==> src/rtl/deadlock_mon_pkg.sv <==
// Shared types and helpers for the persistence-filtered deadlock monitor.
package deadlock_mon_pkg;

   typedef enum logic [1:0] {S_IDLE, S_WATCH, S_BLOCK} state_e;

   // Width needed to encode channel indices 0..n, where n marks the child-instance origin.
   function automatic int unsigned clog2_ch(input int unsigned n);
      return (n < 1) ? 1 : $clog2(n + 1);
   endfunction

endpackage

==> src/rtl/prio_enc_lsb.sv <==
// Lowest-index-first priority encoder with a valid flag.
module prio_enc_lsb #(
   parameter int unsigned N = 13,
   parameter int unsigned W = 4
) (
   input  logic [N-1:0] req,
   output logic [W-1:0] idx,
   output logic         valid
);

   always_comb begin
      idx   = '0;
      valid = 1'b0;
      // Walk downwards so the lowest set bit wins.
      for (int i = int'(N) - 1; i >= 0; i--) begin
         if (req[i]) begin
            idx   = W'(i);
            valid = 1'b1;
         end
      end
   end

endmodule

==> src/rtl/deadlock_persist_monitor.sv <==
// Flags deadlock once a masked stream block or child-instance block persists for THRESHOLD
// cycles, reporting the originating channel and how long the flag has been up.
module deadlock_persist_monitor
   import deadlock_mon_pkg::*;
#(
   parameter int unsigned N_AXIS    = 13,
   parameter int unsigned N_IDLE    = 15,
   parameter int unsigned CNT_W     = 8,
   parameter int unsigned THRESHOLD = 16,
   parameter bit          STICKY    = 1'b1,
   localparam int unsigned CH_W     = clog2_ch(N_AXIS)
) (
   input  logic              clock,
   input  logic              reset,
   input  logic [N_AXIS-1:0] axis_block_sigs,
   input  logic [N_AXIS-1:0] ch_mask,
   input  logic [N_IDLE-1:0] inst_idle_sigs,
   input  logic              inst_block_sigs,
   input  logic              clear,
   output logic              block,
   output logic [CH_W-1:0]   first_ch,
   output logic [CNT_W-1:0]  block_cycles
);

   localparam int unsigned      CNT_MAX      = (32'd1 << CNT_W) - 32'd1;
   localparam logic [CNT_W-1:0] CNT_SAT      = '1;
   localparam logic [CNT_W-1:0] PERSIST_LAST = CNT_W'(THRESHOLD - 1);
   localparam logic [CH_W-1:0]  ORIGIN_INST  = CH_W'(N_AXIS);

   if (THRESHOLD == 0 || THRESHOLD > CNT_MAX) begin : g_bad_threshold
      $error("deadlock_persist_monitor: THRESHOLD must lie in 1..2**CNT_W-1");
   end

   logic [N_AXIS-1:0] cand;
   logic              all_idle;
   logic              hit;
   logic [CH_W-1:0]   enc_idx;
   logic              enc_valid;

   assign cand     = axis_block_sigs & ch_mask;
   assign all_idle = &inst_idle_sigs;
   assign hit      = ((|cand) | inst_block_sigs) & ~all_idle;

   prio_enc_lsb #(
      .N (N_AXIS),
      .W (CH_W)
   ) u_prio_enc (
      .req   (cand),
      .idx   (enc_idx),
      .valid (enc_valid)
   );

   state_e           state_q;
   logic [CNT_W-1:0] persist_q;
   logic             block_q;
   logic [CH_W-1:0]  first_ch_q;
   logic [CNT_W-1:0] block_cycles_q;

   always_ff @(posedge clock or negedge reset) begin
      if (!reset) begin
         state_q        <= S_IDLE;
         persist_q      <= '0;
         block_q        <= 1'b0;
         first_ch_q     <= '0;
         block_cycles_q <= '0;
      end else if (clear) begin
         state_q        <= S_IDLE;
         persist_q      <= '0;
         block_q        <= 1'b0;
         first_ch_q     <= '0;
         block_cycles_q <= '0;
      end else begin
         unique case (state_q)
            S_IDLE: begin
               if (hit) begin
                  first_ch_q <= enc_valid ? enc_idx : ORIGIN_INST;
                  if (THRESHOLD == 1) begin
                     state_q        <= S_BLOCK;
                     block_q        <= 1'b1;
                     block_cycles_q <= CNT_W'(1);
                  end else begin
                     state_q   <= S_WATCH;
                     persist_q <= CNT_W'(1);
                  end
               end
            end
            S_WATCH: begin
               if (!hit) begin
                  state_q   <= S_IDLE;
                  persist_q <= '0;
               end else if (persist_q == PERSIST_LAST) begin
                  state_q        <= S_BLOCK;
                  persist_q      <= '0;
                  block_q        <= 1'b1;
                  block_cycles_q <= CNT_W'(1);
               end else begin
                  persist_q <= persist_q + CNT_W'(1);
               end
            end
            S_BLOCK: begin
               // Sticky instances only leave through clear or reset.
               if (!STICKY && !hit) begin
                  state_q        <= S_IDLE;
                  block_q        <= 1'b0;
                  block_cycles_q <= '0;
               end else if (block_cycles_q != CNT_SAT) begin
                  block_cycles_q <= block_cycles_q + CNT_W'(1);
               end
            end
            default: begin
               state_q <= S_IDLE;
            end
         endcase
      end
   end

   assign block        = block_q;
   assign first_ch     = first_ch_q;
   assign block_cycles = block_cycles_q;

endmodule

==> config.mk <==
export PLATFORM = sky130hd
export DESIGN_NAME = deadlock_persist_monitor
export DESIGN_NICKNAME = d
export VERILOG_FILES = /design/src/rtl/deadlock_mon_pkg.sv /design/src/rtl/prio_enc_lsb.sv /design/src/rtl/deadlock_persist_monitor.sv
export SDC_FILE = /design/constraint.sdc
export NUM_CORES = 1
export LEC_CHECK = 0
export ABC_AREA = 1
export ABC_CLOCK_PERIOD_IN_PS = 1800
export BUFFER_PORTS_ARGS = -buffer_cell sky130_fd_sc_hd__buf_2
export CORE_MARGIN = 8
export CORE_UTILIZATION = 45
export CTS_CLUSTER_DIAMETER = 40
export DETAILED_ROUTE_END_ITERATION = 8
export PLACE_DENSITY = 0.76
export SLEW_MARGIN = 25
export SYNTH_ARGS = -nofsm -noshare
export SYNTH_HDL_FRONTEND = slang
export SYNTH_SLANG_ARGS = --single-unit
==> constraint.sdc <==
create_clock -name clock -period 1.8 [get_ports clock]
set_clock_uncertainty 0.15 [all_clocks]
set_input_delay 0.18 -clock clock [delete_from_list [all_inputs] [get_ports clock]]
set_output_delay 0.18 -clock clock [all_outputs]
set_load 0.05 [all_outputs]
After elaboration in Yosys (flattened, before gate mapping) --
Cells that the tools add are included.
Storage, ports and cells: logic and storage cells 84, RAM bits 0, ROM bits 0, bits in registers 23, input port bits 45, bits in latches 0, memories kept 0, output and inout port bits 13
Cells by class: multiply operators 0, divide/modulo/power cells 0, shifts and indexed selects 0, add/subtract/negate cells 2, equal/unequal tests 10, muxes and demuxes 49, reductions and logical operators 14, $lt $le $gt $ge 0, bitwise operators 4
Operators by type and width (number):
- $mux 4 | 17
- $mux 8 | 8
- $pmux 8 s2 | 2
- $mux 1 | 17
- $add 8x1->8 const B | 2
- $reduce_and 15->1 | 1
- $and 13x13->13 | 1
- $reduce_or 13->1 | 1
- $ne 3x3->1 const B | 4
- $eq 8x4->1 const B | 1
- $mux 2 | 4
- $ne 8x8->1 const B | 1
- $reduce_bool 2->1 | 4
- $pmux 2 s3 | 1
- $reduce_and 3->1 | 2
- $reduce_bool 3->1 | 2
- $ne 4x4->1 const B | 1
- $reduce_and 2->1 | 2
- $reduce_and 4->1 | 1
- $eq 2x1->1 const B | 1
- $eq 2x2->1 const B | 1
- $logic_not 2->1 | 1
- $ne 2x2->1 const B | 1
- $and 1x1->1 | 1
- 2 further kinds | 2

Longest topological paths before layout --
Gate-level depths: netlist (run 1).
depth in word-level cells 18, depth in mapped cells 16, mapped depth without buffers 16

Modules after synthesis --
A second synthesis (run 1) with hierarchy kept.
Unflattened totals: cells, all modules 268, area total of the unflattened synthesis 1756.7 um^2
By module, submodules not included:
- deadlock_persist_monitor | area an instance 1576.5 um^2, cells each 234, instances 1
- prio_enc_lsb | area an instance 180.2 um^2, cells each 34, instances 1

Least setup slack after synthesis (run 1) --
OpenSTA, ideal clock, no wires.
path type register to register, start reg block_cycles_q[0], in the netlist block_cycles[0], end reg block_cycles_q[1], in the netlist block_cycles[1], path slack -0.255 ns, setup time 0.074 ns, arrival 1.831 ns, cell stages (with the launch flop) 13, cell sequence dfrtp_1 ha_1 inv_1 nor3_2 nand2_1 clkinv_1 nand4_1 o21ai_1 inv_1 nand2_2 buf_8 nand2_1 o21ai_2
Between the ends: longest elaborated chain between the ends 4, elaborated cells between the ends (all ways) 7, classes of those cells 1 x add/sub; 2 x eq/ne; 3 x mux; 1 x reduce/logical
RTL lines:
- from (decl) | line deadlock_persist_monitor.sv:57 | logic [CNT_W-1:0] block_cycles_q;
- from (signal assigned) | line deadlock_persist_monitor.sv:107 | block_cycles_q <= block_cycles_q + CNT_W'(1);
- $add 8x1->8 | line deadlock_persist_monitor.sv:107
- $mux 8 | line deadlock_persist_monitor.sv:106 | end else if (block_cycles_q != CNT_SAT) begin
- $pmux 8 s2 | line deadlock_persist_monitor.sv:73 | unique case (state_q)
- $mux 8 | line deadlock_persist_monitor.sv:66 | end else if (clear) begin
Parallel ways exist; a longest one is shown, timed or not. The select of a mux whose other input is x is not followed. A chain may end at the register's enable or synchronous reset.

Worst setup path in the final report (run 1) --
start reg persist_q[0], end reg block_cycles_q[5], in the netlist block_cycles[5]
Between the ends: longest elaborated chain between the ends 3
RTL lines:
- from (decl) | line deadlock_persist_monitor.sv:54 | logic [CNT_W-1:0] persist_q;
- from (signal assigned) | line deadlock_persist_monitor.sv:97 | persist_q <= persist_q + CNT_W'(1);
- $eq 8x4->1 | line deadlock_persist_monitor.sv:91 | end else if (persist_q == PERSIST_LAST) begin
- $ne 3x3->1 (no line)
- $reduce_and 4->1 (no line)
No other way between the ends.

==> flow_summary_export.csv, run 1 <==
group,metric,value,unit
power_and_ir_drop,vdd_drop_max,229,uV
global_route,grt_pass1_wl,7.18,mm
hold_path,hold_end,"persist_q[4]",
hold_path,hold_path.class,"input pin to register",
clocking,cts.clk_slew.worst_paths,0.13,ns
flow_run,drv_cap,0,
sta,worst_slack,0.0533,ns
power_and_ir_drop,p_leak,1.22,nW
placed_design,place_worst_setup_slack,0.0258,ns
clocking,clock_sinks,23,
sta,clock.fmax,573,MHz
routing,drtIter0Drc,117,
layout,antennaDiodeCount,0,
clocking,clock_latency,0.32,ns
power_and_ir_drop,total_power,1.17,mW
routing,via_per_inst,4.86,
hold_path,min_from,"clear",
sta,post-route-min-period,1.75,ns
global_route,grtUsageTotal,14.5,%
layout,stdcell_count,359,
routing,firstDrtPassIters,4,
global_route,overflow,0,
placed_design,numPortBuffers,57,
synth,synth_edf_count,0,
setup_path,timing.rr.end,"block_cycles[5]",
layout,seqCellArea,581,um2
layout,fill_cells,346,
layout,final_area,2210,um2
synth,netlist-cell-type-count,35,
synth,yosysSeqAreaShare,35.1,%
clocking,cts_tree,"yes",
setup_path,worstSetupPathType,"register to register",
layout,drive_gt1_share,41.2,%
global_route,antenna_found_initial,0,
setup_path,cp_max_fo,6,
setup_path,reg2reg_from,"persist_q[0]",
die,initial_utilization,45.9,%
synth,synth_seq_cells,23,
setup_path,crit_arrival,1.82,ns
layout,final_common_cell,"nand2_1",
global_route,grt_pass1_vias,1748,
die,die_y,76.4,um
synth,synth_nets,280,
clocking,cts_root_buf,"clkbuf_4",
die,num_rows,22,
routing,drtAntennaViolNets,0,
routing,drt-total-wl,4.24,mm
synth,synth_top_area_share,35.1,%
setup_path,worstSetupEndpointType,"register",
sta,hold_viol,0,
sta,finalMaxSlewViolations,0,
die,core_area,3580,um2
die,ioPinCount,58,
setup_path,start_kind,"register",
synth,synth-main-ff-cell,"dfrtp_1",
sta,setup_viol,0,
global_route,grt_max_degree,24,
sta,worst_pin_slew,0.514,ns
routing,avgRoutedWirePerCell,11.8,um
power_and_ir_drop,power.density,530,nW/um2
synth,yosys.area.top_type,"dfrtp_1",
setup_path,reg2reg_setup_slack,0.05,ns
layout,multiInputGateArea,961,um2
sta,slew_headroom,65.7,%
synth,avgSynthCellArea,7.05,um2
placed_design,place_inst,351,
sta,rsz0062_at_grt,"yes",
hold_path,whs_path_depth,4,
clocking,cts_made_buffers,3,
placed_design,dp_hpwl,3.41,mm
synth,yosysWarnings,0,
die,die_area,5840,um2
placed_design,place_area,2100,um2
die,die_w,76.4,um
sta,setup_tns,0,ns
routing,drc_errors,0,
routing,num_vias,1744,
setup_path,crit_path_start,"persist_q[0]",
clocking,htreeDepth,1,
setup_path,required,1.87,ns
layout,layout.nets,359,
synth,synthTopCellsByArea,"dfrtp_1 35%, nand2_1 19%, inv_1 5.3%",
layout,area_growth,34.6,%
placed_design,place_congestion,0.861,
synth,syn_inst,233,
setup_path,ff2ff_path_depth,11,
clocking,clockBufferDepth,2,
synth,async_flop_share,100,%
sta,fin_crit_sh,97.0,%
layout,mostFrequentLayoutCells,"76 x nand2_1, 57 x buf_2, 21 x inv_1",
status,outcome,"finished clean",
synth,netlist_area,1640,um2
## power breakdown
part / total [mW] / switching, mW / internal (mW)
logic: 0.366 / 0.209 / 0.156
registers: 0.556 / 0.0172 / 0.539
clock network: 0.249 / 0.162 / 0.0869
## registers in the layout, summed over array words and instances, names as in the netlist
signal,cells
block,1
block_cycles,8
first_ch,4
persist_q,8
state_q,2
## timing repair
action,in CTS,in global routing
buffers inserted,0,2
gates resized for setup,0,11
endpoints found under the hold margin,23,0
hold buffers,1,0
endpoints found under the setup margin,0,8
## per-stage QoR
stage / utilization (%) / hold WS (ns)
floorplan: - / -0.266
global placement: 58.7 / 0.0406
detailed placement: 58.7 / 0.0415
CTS: 59.8 / 0.0424
global route: 61.7 / 0.0542
finish: 61.7 / 0.0447
## Yosys cell counts (2+ instances only)
library cell	number
o21ai_2	6
inv_1	23
nand2_2	11
dfrtp_1	23
nor3_1	4
nand2_1	82
nand4_1	10
nand2_4	3
o21ai_0	6
nand3_1	17
o21ai_1	4
nor2_1	14
nor2_2	3
ha_1	2
xor2_1	2
inv_2	2
or2_2	2
nor2_4	2
## cells by family (layout without fill, tap and decap cells)
family	after synthesis	count (layout)	synth area share [%]
simple gates	154	154	44.6
flops	23	23	35.1
buf+inv	31	109	9.22
fa+ha+maj	2	2	1.52
xor+xnor	3	3	1.60
compound gates	20	20	8.00
## metal layers
metal,GRT usage [%],wire length [um]
met5,0,0
met4,7.69,84
met3,2.59,214
met2,24.3,2010
met1,17.1,1920
## layout make-up
type | count | share of cell area [%]
multi-input combinational | 179 | 43.5
sequential | 23 | 26.3
timing repair buffer | 77 | 21.2
inverter | 28 | 5.15
tap | 48 | 2.72
clock buffer | 4 | 1.19
## how the worst max path moves through the flow
| stage | cells after the start | endpoint |
|---|---|---|
| after floorplan | 12 | block_cycles[4] |
| after global placement | 11 | block_cycles[6] |
| after detailed placement | 11 | block_cycles[6] |
| after CTS | 11 | block_cycles[6] |
| after global routing | 11 | block_cycles[6] |
| final | 11 | block_cycles[5] |
## critical path, stage by stage (launching register included)
cell       delay, ns
dfrtp_1         0.38
ha_2            0.19
nand2_2         0.08
nor2_4          0.12
nand4_1         0.14
inv_2           0.10
nand3_2         0.08
nand2_2         0.10
nand2_4         0.06
clkbuf_16       0.16
nand2_2         0.05
o21ai_1         0.05
(Power assumes the default switching activity.)
==> inputs of run 2 (changes only) <==
--- a/config.mk
+++ b/config.mk
@@ -7,7 +7,7 @@
 export LEC_CHECK = 0
 export ABC_AREA = 1
 export ABC_CLOCK_PERIOD_IN_PS = 1800
-export BUFFER_PORTS_ARGS = -buffer_cell sky130_fd_sc_hd__buf_2
+export BUFFER_PORTS_ARGS = -buffer_cell sky130_fd_sc_hd__buf_4
 export CORE_MARGIN = 8
 export CORE_UTILIZATION = 45
 export CTS_CLUSTER_DIAMETER = 40
==> flow_summary_export.csv, run 2 (same netlist as run 1, synthesis figures left out) <==
group,metric,value,unit
status,outcome,"finished clean",
global_route,antenna_found_initial,0,
setup_path,cp_max_fo,7,
clocking,cts_root_buf,"clkbuf_4",
die,initial_utilization,45.9,%
sta,setup_viol,0,
setup_path,max_stage_delay,0.38,ns
global_route,grtUsageTotal,14.9,%
layout,mostFrequentLayoutCells,"78 x nand2_1, 74 x buf_4, 20 x inv_1",
clocking,cts_made_buffers,3,
die,num_rows,22,
layout,final_area,2340,um2
setup_path,slowest_stage,"dfrtp_1",
setup_path,worstSetupPathType,"register to register",
setup_path,crit_arrival,1.77,ns
sta,rsz0062_at_grt,"no",
sta,fin_crit_sh,94.0,%
clocking,htreeDepth,1,
clocking,cts.clk_slew.worst_paths,0.13,ns
die,ioPinCount,58,
layout,multiInputGateArea,983,um2
sta,clock.fmax,591,MHz
layout,stdcell_count,359,
setup_path,ff2ff_path_depth,10,
setup_path,path_cells,"ha_2 -> nand2_2 -> nor2_2 -> nand4_1 -> inv_2 -> nand3_4 -> nand2_4 -> nand2_8 -> nand2_2 -> o21ai_0",
placed_design,place_area,2220,um2
hold_path,hold_path.class,"input pin to register",
clocking,clock_sinks,23,
power_and_ir_drop,power.density,511,nW/um2
layout,fill_cells,316,
setup_path,start_kind,"register",
routing,via_per_inst,4.91,
clocking,clockBufferDepth,2,
flow_run,drv_cap,0,
sta,hold_viol,0,
global_route,grt_max_degree,24,
die,die_w,76.4,um
setup_path,reg2reg_from,"persist_q[1]",
setup_path,reg2reg_setup_slack,0.11,ns
setup_path,endpoint,"block_cycles[6]",
setup_path,required,1.87,ns
layout,seqCellArea,581,um2
layout,utilization,65.4,%
placed_design,dp_hpwl,3.50,mm
sta,finalMaxSlewViolations,0,
routing,firstDrtPassIters,4,
setup_path,timing.rr.end,"block_cycles[6]",
placed_design,place_inst,350,
global_route,grt_pass1_wl,7.42,mm
setup_path,cpMostUsedCell,"nand2_2",
layout,final_common_cell,"nand2_1",
layout,drive_gt1_share,40.5,%
die,die_y,76.4,um
layout,layout.nets,359,
sta,slew_headroom,74.9,%
layout,area_growth,42.5,%
clocking,cts_tree,"yes",
global_route,grt_pass1_vias,1760,
setup_path,crit_path_start,"persist_q[1]",
routing,drt-total-wl,4.35,mm
global_route,overflow,0,
routing,drtIter0Drc,96,
power_and_ir_drop,p_leak,1.25,nW
die,core_area,3580,um2
power_and_ir_drop,vdd_drop_max,252,uV
routing,avgRoutedWirePerCell,12.1,um
routing,num_vias,1762,
layout,antennaDiodeCount,0,
routing,drtAntennaViolNets,0,
clocking,clock_latency,0.32,ns
sta,post-route-min-period,1.69,ns
die,die_area,5840,um2
setup_path,worstSetupEndpointType,"register",
sta,worst_pin_slew,0.374,ns
placed_design,place_congestion,0.865,
placed_design,numPortBuffers,57,
routing,drc_errors,0,
-- run 2: repair_timing --
action | 4_1_cts | 5_1_grt
endpoints found under the hold margin | 26 | 0
buffers inserted | 0 | 2
hold buffers | 2 | 0
endpoints found under the setup margin | 0 | 8
gates resized for setup | 0 | 12
-- run 2: area by class of cell --
class                           count  share of cell area, %
Clock buffer                        4                   1.12
Tap cell                           48                   2.57
Multi-Input combinational cell    180                   42.0
Sequential cell                    23                   24.8
Timing Repair Buffer               76                   24.6
Inverter                           28                   4.87
-- run 2: critical path, delay by kind of cell, from the launching register on --
kind | cells | cell delay [ns]
adder cells (fa/ha/maj) | 1 | 0.19
flip-flops | 1 | 0.38
AND/OR/NAND/NOR | 7 | 0.68
AO/OA/AOI/OAI | 1 | 0.07
buffers and inverters | 1 | 0.11
-- run 2: per-stage QoR --
stage / worst slack (ns) / power [mW] / setup TNS (ns) / hold WS (ns)
floorplan: -0.0663 / 0.766 / -0.429 / -0.266
global placement: 0.00988 / 0.920 / 0 / -0.0544
detailed placement: -0.0319 / 0.925 / -0.0931 / -0.0550
CTS: 0.0180 / 1.17 / 0 / 0.0741
global route: 0.00408 / 1.25 / 0 / 0.128
finish: 0.109 / 1.20 / 0 / 0.0764
-- run 2: worst min-delay path by stage --
stage,from,endpoint,slack [ns],depth (start not counted)
after global routing,ch_mask[0],first_ch[0],0.13,6
after floorplan,reset,block,-0.27,0
after detailed placement,reset,block_cycles[5],-0.05,1
after CTS,ch_mask[0],first_ch[0],0.07,6
after global placement,reset,block_cycles[5],-0.05,1
final,ch_mask[0],first_ch[0],0.08,6
-- run 2: layer usage --
layer  up-vias  GRT usage, %  part of all wire [%]
li1        905             -                     -
met1       785          17.2                    43
met2        65          25.0                    47
met3         7          3.89                   7.5
met4         0          6.73                   1.8
met5         -             0                     0
-- run 2: report_power, final --
| group | switching (mW) | internal, mW | total (mW) |
|---|---|---|---|
| logic | 0.216 | 0.172 | 0.388 |
| clock network | 0.165 | 0.0869 | 0.252 |
| registers | 0.0169 | 0.539 | 0.556 |
